--- src/rtl/stopwatch_ctrl.sv ---
// Stopwatch control: debounced start/pause and clear keys drive an IDLE/RUN/PAUSE FSM and a tick prescaler.
// Latency: a held key changes running/paused DB_CYCLES+4 edges after the first low sample; tick is registered.
// Backpressure: none; the downstream counter must accept every tick and cnt_clear pulse.
module stopwatch_ctrl #(
    parameter int DIV       = 50000000,
    parameter int DB_CYCLES = 1000000
) (
    input  logic clock,
    input  logic reset,
    input  logic key_start_n,
    input  logic key_clear_n,
    output logic tick,
    output logic cnt_clear,
    output logic running,
    output logic paused
);

    localparam int DIV_W = $clog2(DIV);
    localparam int DB_W  = $clog2(DB_CYCLES + 1);
    localparam logic [DIV_W-1:0] DIV_MAX = DIV_W'(DIV - 1);
    localparam logic [DB_W-1:0]  DB_MAX  = DB_W'(DB_CYCLES);

    typedef enum logic [1:0] {
        S_IDLE  = 2'd0,
        S_RUN   = 2'd1,
        S_PAUSE = 2'd2
    } state_t;

    // Key index 0 is start/pause, index 1 is clear.
    logic [1:0]      sync1_q, sync1_d;
    logic [1:0]      sync2_q, sync2_d;
    logic [1:0]      db_q, db_d;
    logic [1:0]      db_dly_q, db_dly_d;
    logic [1:0]      press_q, press_d;
    logic [DB_W-1:0] db_cnt_q [2];
    logic [DB_W-1:0] db_cnt_d [2];

    state_t           state_q, state_d;
    logic [DIV_W-1:0] div_cnt_q, div_cnt_d;
    logic             tick_q, tick_d;
    logic             cnt_clear_q, cnt_clear_d;

    logic start_ev;
    logic clear_ev;

    // Synchronize, debounce and edge-detect both keys.
    always_comb begin
        sync1_d  = {key_clear_n, key_start_n};
        sync2_d  = sync1_q;
        db_d     = db_q;
        db_dly_d = db_q;
        // A press is a falling edge of the debounced level; releases are ignored.
        press_d  = db_dly_q & ~db_q;
        for (int k = 0; k < 2; k++) begin
            db_cnt_d[k] = db_cnt_q[k];
            if (sync2_q[k] != db_q[k]) begin
                if (db_cnt_q[k] == DB_MAX) begin
                    db_d[k]     = sync2_q[k];
                    db_cnt_d[k] = '0;
                end else begin
                    db_cnt_d[k] = db_cnt_q[k] + DB_W'(1);
                end
            end else begin
                db_cnt_d[k] = '0;
            end
        end
    end

    // Key front-end registers; released (1) levels out of reset.
    always_ff @(posedge clock) begin
        if (!reset) begin
            sync1_q  <= 2'b11;
            sync2_q  <= 2'b11;
            db_q     <= 2'b11;
            db_dly_q <= 2'b11;
            press_q  <= 2'b00;
            for (int k = 0; k < 2; k++) begin
                db_cnt_q[k] <= '0;
            end
        end else begin
            sync1_q  <= sync1_d;
            sync2_q  <= sync2_d;
            db_q     <= db_d;
            db_dly_q <= db_dly_d;
            press_q  <= press_d;
            for (int k = 0; k < 2; k++) begin
                db_cnt_q[k] <= db_cnt_d[k];
            end
        end
    end

    assign start_ev = press_q[0];
    assign clear_ev = press_q[1];

    // Next-state, prescaler and output pulses; clear overrides start and any coincident wrap.
    always_comb begin
        state_d     = state_q;
        div_cnt_d   = div_cnt_q;
        tick_d      = 1'b0;
        cnt_clear_d = clear_ev;
        if (clear_ev) begin
            state_d   = S_IDLE;
            div_cnt_d = '0;
        end else begin
            // Prescaler only moves in RUN, so a pause keeps the tick phase.
            if (state_q == S_RUN) begin
                if (div_cnt_q == DIV_MAX) begin
                    div_cnt_d = '0;
                    tick_d    = 1'b1;
                end else begin
                    div_cnt_d = div_cnt_q + DIV_W'(1);
                end
            end
            if (start_ev) begin
                case (state_q)
                    S_IDLE:  state_d = S_RUN;
                    S_RUN:   state_d = S_PAUSE;
                    S_PAUSE: state_d = S_RUN;
                    default: state_d = S_IDLE;
                endcase
            end
        end
    end

    // FSM state, prescaler and registered pulse outputs.
    always_ff @(posedge clock) begin
        if (!reset) begin
            state_q     <= S_IDLE;
            div_cnt_q   <= '0;
            tick_q      <= 1'b0;
            cnt_clear_q <= 1'b0;
        end else begin
            state_q     <= state_d;
            div_cnt_q   <= div_cnt_d;
            tick_q      <= tick_d;
            cnt_clear_q <= cnt_clear_d;
        end
    end

    assign tick      = tick_q;
    assign cnt_clear = cnt_clear_q;
    assign running   = (state_q == S_RUN);
    assign paused    = (state_q == S_PAUSE);

endmodule

--- config.mk ---
export PLATFORM = sky130hd
export DESIGN_NAME = stopwatch_ctrl
export DESIGN_NICKNAME = d
export VERILOG_FILES = /design/src/rtl/stopwatch_ctrl.sv
export SDC_FILE = /design/constraint.sdc
export NUM_CORES = 1
export LEC_CHECK = 0
export ABC_AREA = 1
export CORE_MARGIN = 2
export CORE_UTILIZATION = 55
export CTS_BUF_LIST = sky130_fd_sc_hd__clkbuf_4 sky130_fd_sc_hd__clkbuf_8
export DETAILED_ROUTE_END_ITERATION = 12
export PLACE_DENSITY_LB_ADDON = 0.15
export SETUP_SLACK_MARGIN = 0.1
export SKIP_LAST_GASP = 1
export SLEW_MARGIN = 10
export SYNTH_ARGS = -nofsm -noshare
export SYNTH_HDL_FRONTEND = slang
export SYNTH_SLANG_ARGS = --single-unit
--- constraint.sdc ---
create_clock -name clock -period 1.5 [get_ports clock]
set_clock_uncertainty 0.05 [all_clocks]
set_input_delay 0.3 -clock clock [delete_from_list [all_inputs] [get_ports clock]]
set_output_delay 0.3 -clock clock [all_outputs]
set_load 0.005 [all_outputs]
; Yosys cells after proc, flatten, opt, wreduce, memory -nomap -nowiden
; Memory sizes are Yosys's and may differ from the RTL's.
; Index checks and enable logic that the tools add are counted.
[totals]
regBits = 40
latchBits = 0
ramBits = 40
rom_bits = 0
inputBits = 4
out_inout_bits = 4
word_cells = 44
n_memories = 1
[op_classes]
add_sub_neg = 3
multipliers = 0
div_mod_pow = 0
magnitude_cmp = 0
n_eq_ne = 7
shift = 0
muxes = 11
n_bitwise = 6
n_reduce_logical = 6
[mem_list]
columns = name, depth, word_bits, read_ports, rd_ports_with_merged_regs, wr, line
row1 = db_cnt_q, 2, 20, 2, 0, 2, 35  ; logic [DB_W-1:0] db_cnt_q [2];
[ops]
columns = op, n
row1 = 20-bit 2-to-1 mux, 6
row2 = 20-bit by 1-bit adder with 20-bit output (second input constant), 2
row3 = 20-bit equality test (second input constant), 2
row4 = 26-bit by 1-bit adder with 26-bit output (second input constant), 1
row5 = 26-bit equality test (second input constant), 1
row6 = 26-bit 2-to-1 mux, 1
row7 = 2-bit one-hot mux with 2 select lines, 1
row8 = 2-bit AND reduction, 2
row9 = 2-bit OR reduction, 2
row10 = 1-bit 2-to-1 mux, 3
row11 = 3-bit OR reduction, 1
row12 = 2-bit bitwise AND, 1
row13 = 2-bit by 1-bit equality test with 1-bit output (second input constant), 1
row14 = 2-bit equality test (second input constant), 1
row15 = 2-bit zero test, 1
row16 = 1-bit != test, 2
row17 = 1-bit NOT, 2
row18 = 2-bit NOT, 1
row19 = 1-bit OR, 2

; Longest topological paths before layout
; Gate-level depths: netlist of run 1.
[depth]
depth_word = 4
depth_mapped = 9

; Least setup slack after synthesis of run 1
; Ideal clock, no wire load.
[synth_timing]
path_kind = register to register
from = mem db_cnt_q[0][20] (netlist bit)
to = mem db_cnt_q[0][38] (netlist bit)
setup_time_ns = 0.117
arrival_ns = 1.214
t_required_ns = 1.333
slack_ns = 0.118
stages_incl_launch_ff = 9
cell_sequence = dfxtp_1 > inv_1 > ha_1 > nand3_1 > nor3_1 > nand3_1 > nand2_1 > buf_2 > nor2_1
[synth_lines]
columns = element, line
row1 = "start, declared", 35

==> flow_summary.json, run 1 <==
{
  "combPwrFrac_pct": 2.7,
  "coreArea_um2": 7290,
  "initial_core_util_pct": 56.9,
  "report.final.slew_viol_count": 0,
  "max_freq_ghz": 0.660,
  "gp_congestion": 0.828,
  "synth_seq_cells": 80,
  "final_nets": 671,
  "violations": "setup timing",
  "final-hold-violation-count": 0,
  "slew_headroom_pct": 77.3,
  "yosysWarningCount": 0,
  "min-delay-path-class": "input port to flop",
  "cp-start-kind": "flop",
  "synth_edf_count": 0,
  "die_area_um2": 8260,
  "clk_pin_slew_ns": 0.08,
  "synth_ff_type": "dfxtp_1",
  "dp_slack_ns": -0.246,
  "p_leak_uw": 0.00190,
  "synth_top_family_by_area": "simple AND/OR/NAND/NOR gates",
  "drtIter0Drc": 165,
  "r2r_cells": 9,
  "via_per_inst": 5.20,
  "wl_per_cell_um": 13.5,
  "root_buffer": "clkbuf_8",
  "design_area_um2": 5430,
  "min_period_over_period_pct": 101,
  "switching_share_pct": 21.6,
  "drive_above_1_share_pct": 31.2,
  "ios": 8,
  "die_h_um": 90.9,
  "arrival_ns": 1.72,
  "p_sw_uw": 861,
  "vias": 3976,
  "totalWireLength_um": 10300,
  "gr-total-overflow": 0,
  "clk_path_buf_depth": 2,
  "critical_path_class": "flop to flop",
  "synth_area_leaders": "dfxtp_1 39%, nand2_1 13%, nor2_1 13%",
  "crit_slowest_cell": "dfxtp_2",
  "crit_end": "db_cnt_q[0][36]",
  "worst_setup_path_end_kind": "flop",
  "vdd_drop_max_uv": 557,
  "clock-sinks": 80,
  "dp.final_hpwl_um": 6270,
  "antenna_cells": 0,
  "syn_area_per_cell_um2": 6.85,
  "clockPowerShare_pct": 43.9,
  "antenna_found_initial": 0,
  "crit_path_max_incr_delay_ns": 0.33,
  "syn_nets": 616,
  "worst_slack_ns": -0.0153,
  "worstSkewPairLatency_ns": 0.36,
  "finalSetupViolCount": 5,
  "ys_seq_area_share_pct": 38.6,
  "synth_xor_area_share_pct": 6.12,
  "drv_cap": 0,
  "synth_top_area_share_pct": 38.6,
  "synth_compound_area_share_pct": 3.92,
  "post_dp_cell_area_um2": 4450,
  "seqPwrFrac_pct": 53.4,
  "grt_first_pass_wirelength_um": 16400,
  "die_w_um": 90.9,
  "crit_required_ns": 1.71,
  "firstDrtPassIters": 5,
  "r2r-start": "db_cnt_q[0][20]",
  "path_cells": "inv_2 > ha_4 > nand3_4 > nor3_4 > nand3_2 > nand2_4 > buf_6 > buf_16 > nor2_2",
  "area_growth_pct": 30.8,
  "grt_pass1_vias": 3742,
  "drc": 0,
  "grt_use_total_pct": 24.5,
  "cts_tree": "built",
  "synth_fa_ha_area_share_pct": 1.81,
  "tightest_slew_ns": 0.341,
  "grt_max_degree": 14,
  "rsz0062_at_grt": "yes",
  "ys_async_sr_fraction_pct": 0,
  "status": "finished, violations left",
  "r2r-end": "db_cnt_q[0][36]",
  "io_buffer_count": 7,
  "ctsHoldBuffers": 0,
  "core.rowCount": 31,
  "reg2reg_slack_ns": -0.02,
  "yosysTopAreaCell": "dfxtp_1",
  "netlist_area_um2": 4150,
  "worstPathMaxFanout": 5,
  "synthMuxAreaShare_pct": 0,
  "internal_power_uw": 3130,
  "cts_buffers": 9,
  "ant_nets": 0,
  "post-route-min-period_ns": 1.52,
  "synth.distinct_cells": 28,
  "cts_htree_levels": 3,
  "synth-simple-area-share_pct": 42.6,
  "synth_cells": 606,
  "crit_path_start": "db_cnt_q[0][20]",
  "p_per_area_nw_per_um2": 734
}
[layer usage]
metal  GRT usage, %  wire length [um]  up-vias
li1               -                 -     1998
met1           28.1              4150     1861
met2           43.6              5440       97
met3           6.18               474       20
met4           9.85               257        0
met5              0                 0        -
[worst max-delay path: cells and delay by family, from the launching register on]
kind | cells | cell delay (ns)
adders and majority gates | 1 | 0.15
buffers and inverters | 3 | 0.31
DFF | 1 | 0.33
and+or+nand+nor | 5 | 0.57
[layout make-up]
cell class | count | area, um^2
repair buffers | 45 | 453
clock buffers | 10 | 131
clock inverters | 6 | 83.8
multi-input cells | 456 | 2730
well taps | 99 | 124
inverters | 69 | 267
flip-flops and latches | 80 | 1640
fillers | 581 | 1860
[state kept, by name, indices dropped and copies added, names as in the netlist]
register   flops
sync1_q        2
db_dly_q       2
sync2_q        2
state_q        2
div_cnt_q     26
tick           1
cnt_clear      1
press_q        2
db_dly_d       2
db_cnt_q      40
[kinds of logic after synthesis]
logic type | Yosys count
AO/OA/AOI/OAI | 31
XOR/XNOR | 29
adder cells (fa/ha/maj) | 6
buffers and inverters | 73
flip-flops | 80
AND/OR/NAND/NOR | 387
[worst min path at each step]
stage / from / end / slack [ns] / depth (start not counted)
after floorplan: reset / db_dly_d[1] / 0.33 / 1
after global placement: sync1_q[0] / sync2_q[0] / 0.35 / 1
after detailed placement: sync1_q[1] / sync2_q[1] / 0.35 / 1
after CTS: reset / db_dly_d[0] / 0.35 / 3
after global routing: reset / db_dly_d[1] / 0.36 / 3
final: reset / db_dly_d[1] / 0.37 / 3
[metrics by stage]
step | hold slack (ns) | TNS [ns] | power [uW] | utilization [%] | cells
after floorplan | 0.335 | 0 | 2220 | - | 606
after global placement | 0.345 | -6.73 | 2250 | 61.0 | 723
after detailed placement | 0.349 | -8.44 | 2250 | 61.0 | 723
after CTS | 0.350 | -0.00165 | 4000 | 70.0 | 761
after global routing | 0.364 | -1.70 | 4110 | 74.5 | 765
final | 0.366 | -0.0590 | 3990 | 74.5 | 765
[power by group through the flow]
stage | clock network (uW) | registers [uW] | logic [uW]
global route | 1860 | 2130 | 115
detailed placement | 0 | 2180 | 68.7
global placement | 0 | 2180 | 67.5
CTS | 1780 | 2130 | 93.0
finish | 1750 | 2130 | 107
floorplan | 0 | 2180 | 41.0
[timing repair]
| item | in CTS | in global routing |
|---|---|---|
| endpoints found under the hold margin | 0 | 0 |
| setup buffers | 19 | 6 |
| endpoints found under the setup margin | 65 | 70 |
| resized for setup | 69 | 97 |
| cloned | 3 | 2 |
| pin swaps | 18 | 27 |
[layout by cell type, fill, tap and decap left out, types with 15 or more instances in the layout]
master and instances:
a21oi_1 15, buf_4 24, dfxtp_1 54, dfxtp_2 24, inv_1 54, nand2_1 132
nand3_1 30, nor2_1 107, nor2_2 22, nor2_4 24, xor2_1 18
[cells in the mapped netlist (4+ instances only)]
| cell type | number |
|---|---|
| ha_1 | 6 |
| o21ai_0 | 7 |
| xor2_1 | 18 |
| inv_1 | 63 |
| xnor2_1 | 11 |
| nand2_2 | 4 |
| nand4_1 | 10 |
| nand2_4 | 4 |
| nand2_1 | 144 |
| or2_2 | 8 |
| nor2_2 | 7 |
| or2_0 | 4 |
| nor3_1 | 7 |
| a21oi_1 | 21 |
| nor2_4 | 7 |
| nor2_1 | 139 |
| nand3_2 | 5 |
| dfxtp_1 | 80 |
| nand3_1 | 39 |
| inv_2 | 6 |
| nand3b_1 | 5 |
Note: power is estimated with default switching activity, not from simulation.
==> run 2: changes to the inputs <==
- ABC_AREA: 1 -> default
==> run 2 against run 1 <==
The flow still finishes with violations (setup timing). Largest cell class unchanged. Non-clock buffer count is 91 higher. Sequential share of layout area shrank 0.10 points. Via count down 6.1%. Register-to-register slack got worse by 0.48 ns. Highest routed layer unchanged. Synthesized cell count down 33%. Critical endpoint is now div_cnt_q[15]. Power fell by 1.8%. Clock-buffer cell count increased by 3. Sequential power about the same. Utilization increased by 13 points. First-iteration DRC count increased by 24%. Worst setup slack lost 0.48 ns. Wire length is 15% higher.
==> flow_summary.json, run 2 <==
{
  "status": "finished, violations left",
  "violations": "setup timing",
  "clk_path_buf_depth": 2,
  "root_buffer": "clkbuf_8",
  "drv_cap": 0,
  "max_freq_ghz": 0.500,
  "gr-total-overflow": 0,
  "synth.most_common_cell": "dfxtp_1",
  "slew_headroom_pct": 72.1,
  "layout_commonest_cell": "buf_4",
  "ctsHoldBuffers": 0,
  "syn_nets": 414,
  "finalSetupViolCount": 68,
  "clk_pin_slew_ns": 0.08,
  "synth.distinct_cells": 37,
  "routed.top_layer": "met4",
  "crit_end": "div_cnt_q[15]",
  "dp_slack_ns": -0.410,
  "p_per_area_nw_per_um2": 709,
  "dp.final_hpwl_um": 6120,
  "clock-sinks": 80,
  "firstDrtPassIters": 4,
  "core.rowCount": 29,
  "numPlacedInstances": 579,
  "synth_ff_type": "dfxtp_1",
  "synth_cells": 404,
  "netlist_area_um2": 3550,
  "rsz0062_at_grt": "yes",
  "drive_above_1_share_pct": 51.1,
  "area_growth_pct": 55.3,
  "grt_first_pass_wirelength_um": 17100,
  "p_leak_uw": 0.00192,
  "r2r-start": "div_cnt_q[1]",
  "worst_slack_ns": -0.498,
  "min_period_over_period_pct": 133,
  "largest_registers": "db_cnt_q: 40 flops, div_cnt_q: 26 flops",
  "antenna_found_initial": 0,
  "cts_buffers": 9,
  "coreArea_um2": 6310,
  "antenna_cells": 0,
  "yosysTopAreaCell": "dfxtp_1",
  "r2r_cells": 8,
  "r2r-end": "div_cnt_q[15]",
  "synth_edf_count": 0,
  "die_area_um2": 7120,
  "grt_pass1_vias": 3734,
  "cp-start-kind": "flop",
  "final-hold-violation-count": 0,
  "arrival_ns": 2.18,
  "grt_max_degree": 13,
  "synth_top_area_share_pct": 45.1,
  "io_buffer_count": 7,
  "reg2reg_slack_ns": -0.50,
  "post-route-util_pct": 87.4,
  "ios": 8,
  "final_nets": 549,
  "crit_path_start": "div_cnt_q[1]",
  "regMostFlops": "db_cnt_q",
  "ant_nets": 0,
  "fin_setup_tns_ns": -19.55,
  "die_w_um": 84.4,
  "wl_met2_um": 6370,
  "grt_use_total_pct": 29.5,
  "worst_setup_path_end_kind": "flop",
  "cts_tree": "built",
  "vias": 3732,
  "wl_per_cell_um": 19.2,
  "crit_required_ns": 1.69,
  "vdd_drop_max_uv": 693,
  "tightest_slew_ns": 0.415,
  "wl_met3_um": 529,
  "ys_seq_area_share_pct": 45.1,
  "report.final.slew_viol_count": 0,
  "gp_congestion": 0.826,
  "holdWs_ns": 0.360,
  "min-delay-path-class": "flop to flop",
  "post-route-min-period_ns": 2.00,
  "ys_async_sr_fraction_pct": 0,
  "synth_seq_cells": 80,
  "worstSkewPairLatency_ns": 0.34,
  "largest_reg_flops": 40,
  "drtIter0Drc": 205,
  "die_h_um": 84.4,
  "yosysWarningCount": 0,
  "wirelength_met1_um": 4500,
  "via_per_inst": 6.01,
  "worstPathMaxFanout": 5,
  "synthTopCellsByCount": "80 x dfxtp_1, 59 x nor2_1, 35 x xnor2_1, 23 x nand3_1, 20 x inv_1",
  "syn_area_per_cell_um2": 8.80,
  "cts_htree_levels": 3,
  "final_cell_mix": "113 x buf_4, 49 x dfxtp_1, 34 x xnor2_1, 28 x nor2_2, 26 x nor2_1",
  "initial_core_util_pct": 56.3,
  "final_cells": 621,
  "critical_path_class": "flop to flop",
  "synth_area_leaders": "dfxtp_1 45%, xnor2_1 8.6%, nor2_1 6.2%",
  "totalWireLength_um": 11900,
  "drc": 0
}
[run 2: cell types whose count changed after synthesis, sizes merged, moves of 20 or more]
cell   delta
inv      -49
nand3    -20
nand2   -135
nor2     -96
xnor2    +24
[run 2: critical path, stage by stage (launching register included)]
cell       delay, ns
dfxtp_4         0.38
ha_4            0.15
nand3b_1        0.17
buf_4           0.20
or3_4           0.38
o31ai_4         0.22
buf_6           0.16
clkbuf_16       0.15
a21oi_2         0.03
[run 2: cell type report]
cell class	instances	area, um^2
flip-flops and latches	80	1660
multi-input cells	292	2340
clock buffers	13	166
clock inverters	3	40.0
fillers	290	795
well taps	77	96.3
inverters	20	80.1
repair buffers	136	1130
[run 2: metrics by stage]
step	total power, uW	area, um^2
after floorplan	2210	3760
after detailed placement	2240	4620
after global placement	2240	4620
final	3920	5520
after CTS	3890	5220
after global routing	4020	5520
[run 2: kinds of logic after synthesis]
group / synth area share (%)
adder cells (fa/ha/maj): 2.11
multiplexers: 0.563
AND/OR/NAND/NOR: 29.8
flip-flops: 45.1
buffers and inverters: 3.63
AO/OA/AOI/OAI: 8.03
XOR/XNOR: 10.8
[run 2: power by group]
group	leakage [uW]	internal [uW]	switching, uW	total [uW]
Sequential	0.000664	2110	5.72	2120
Clock	0.000110	894	781	1680
Combinational	0.00115	60.6	60.1	121
Total	0.00192	3070	847	3920
[run 2: what timing repair did]
item | CTS | global route
endpoints found under the setup margin | 72 | 71
pin swaps | 23 | 21
buffers inserted | 18 | 8
gates resized for setup | 80 | 63
gates cloned | 3 | 1
[run 2: worst min path at each step]
stage | start | to | slack, ns | cells past startpoint
after detailed placement | sync1_q[0] | sync2_q[0] | 0.35 | 1
after floorplan | sync1_q[0] | sync2_q[0] | 0.34 | 1
after global routing | db_dly_q[1] | press_q[1] | 0.39 | 2
after CTS | db_dly_q[0] | press_q[0] | 0.36 | 2
after global placement | sync1_q[1] | sync2_q[1] | 0.34 | 1
final | db_dly_q[0] | press_q[0] | 0.36 | 2
[run 2: metal layers]
layer  vias to the layer above  global-route usage, %
met1                      1816                   33.6
met5                         -                      0
met4                         0                   13.0
met2                       162                   54.7
li1                       1703                      -
met3                        51                   4.23
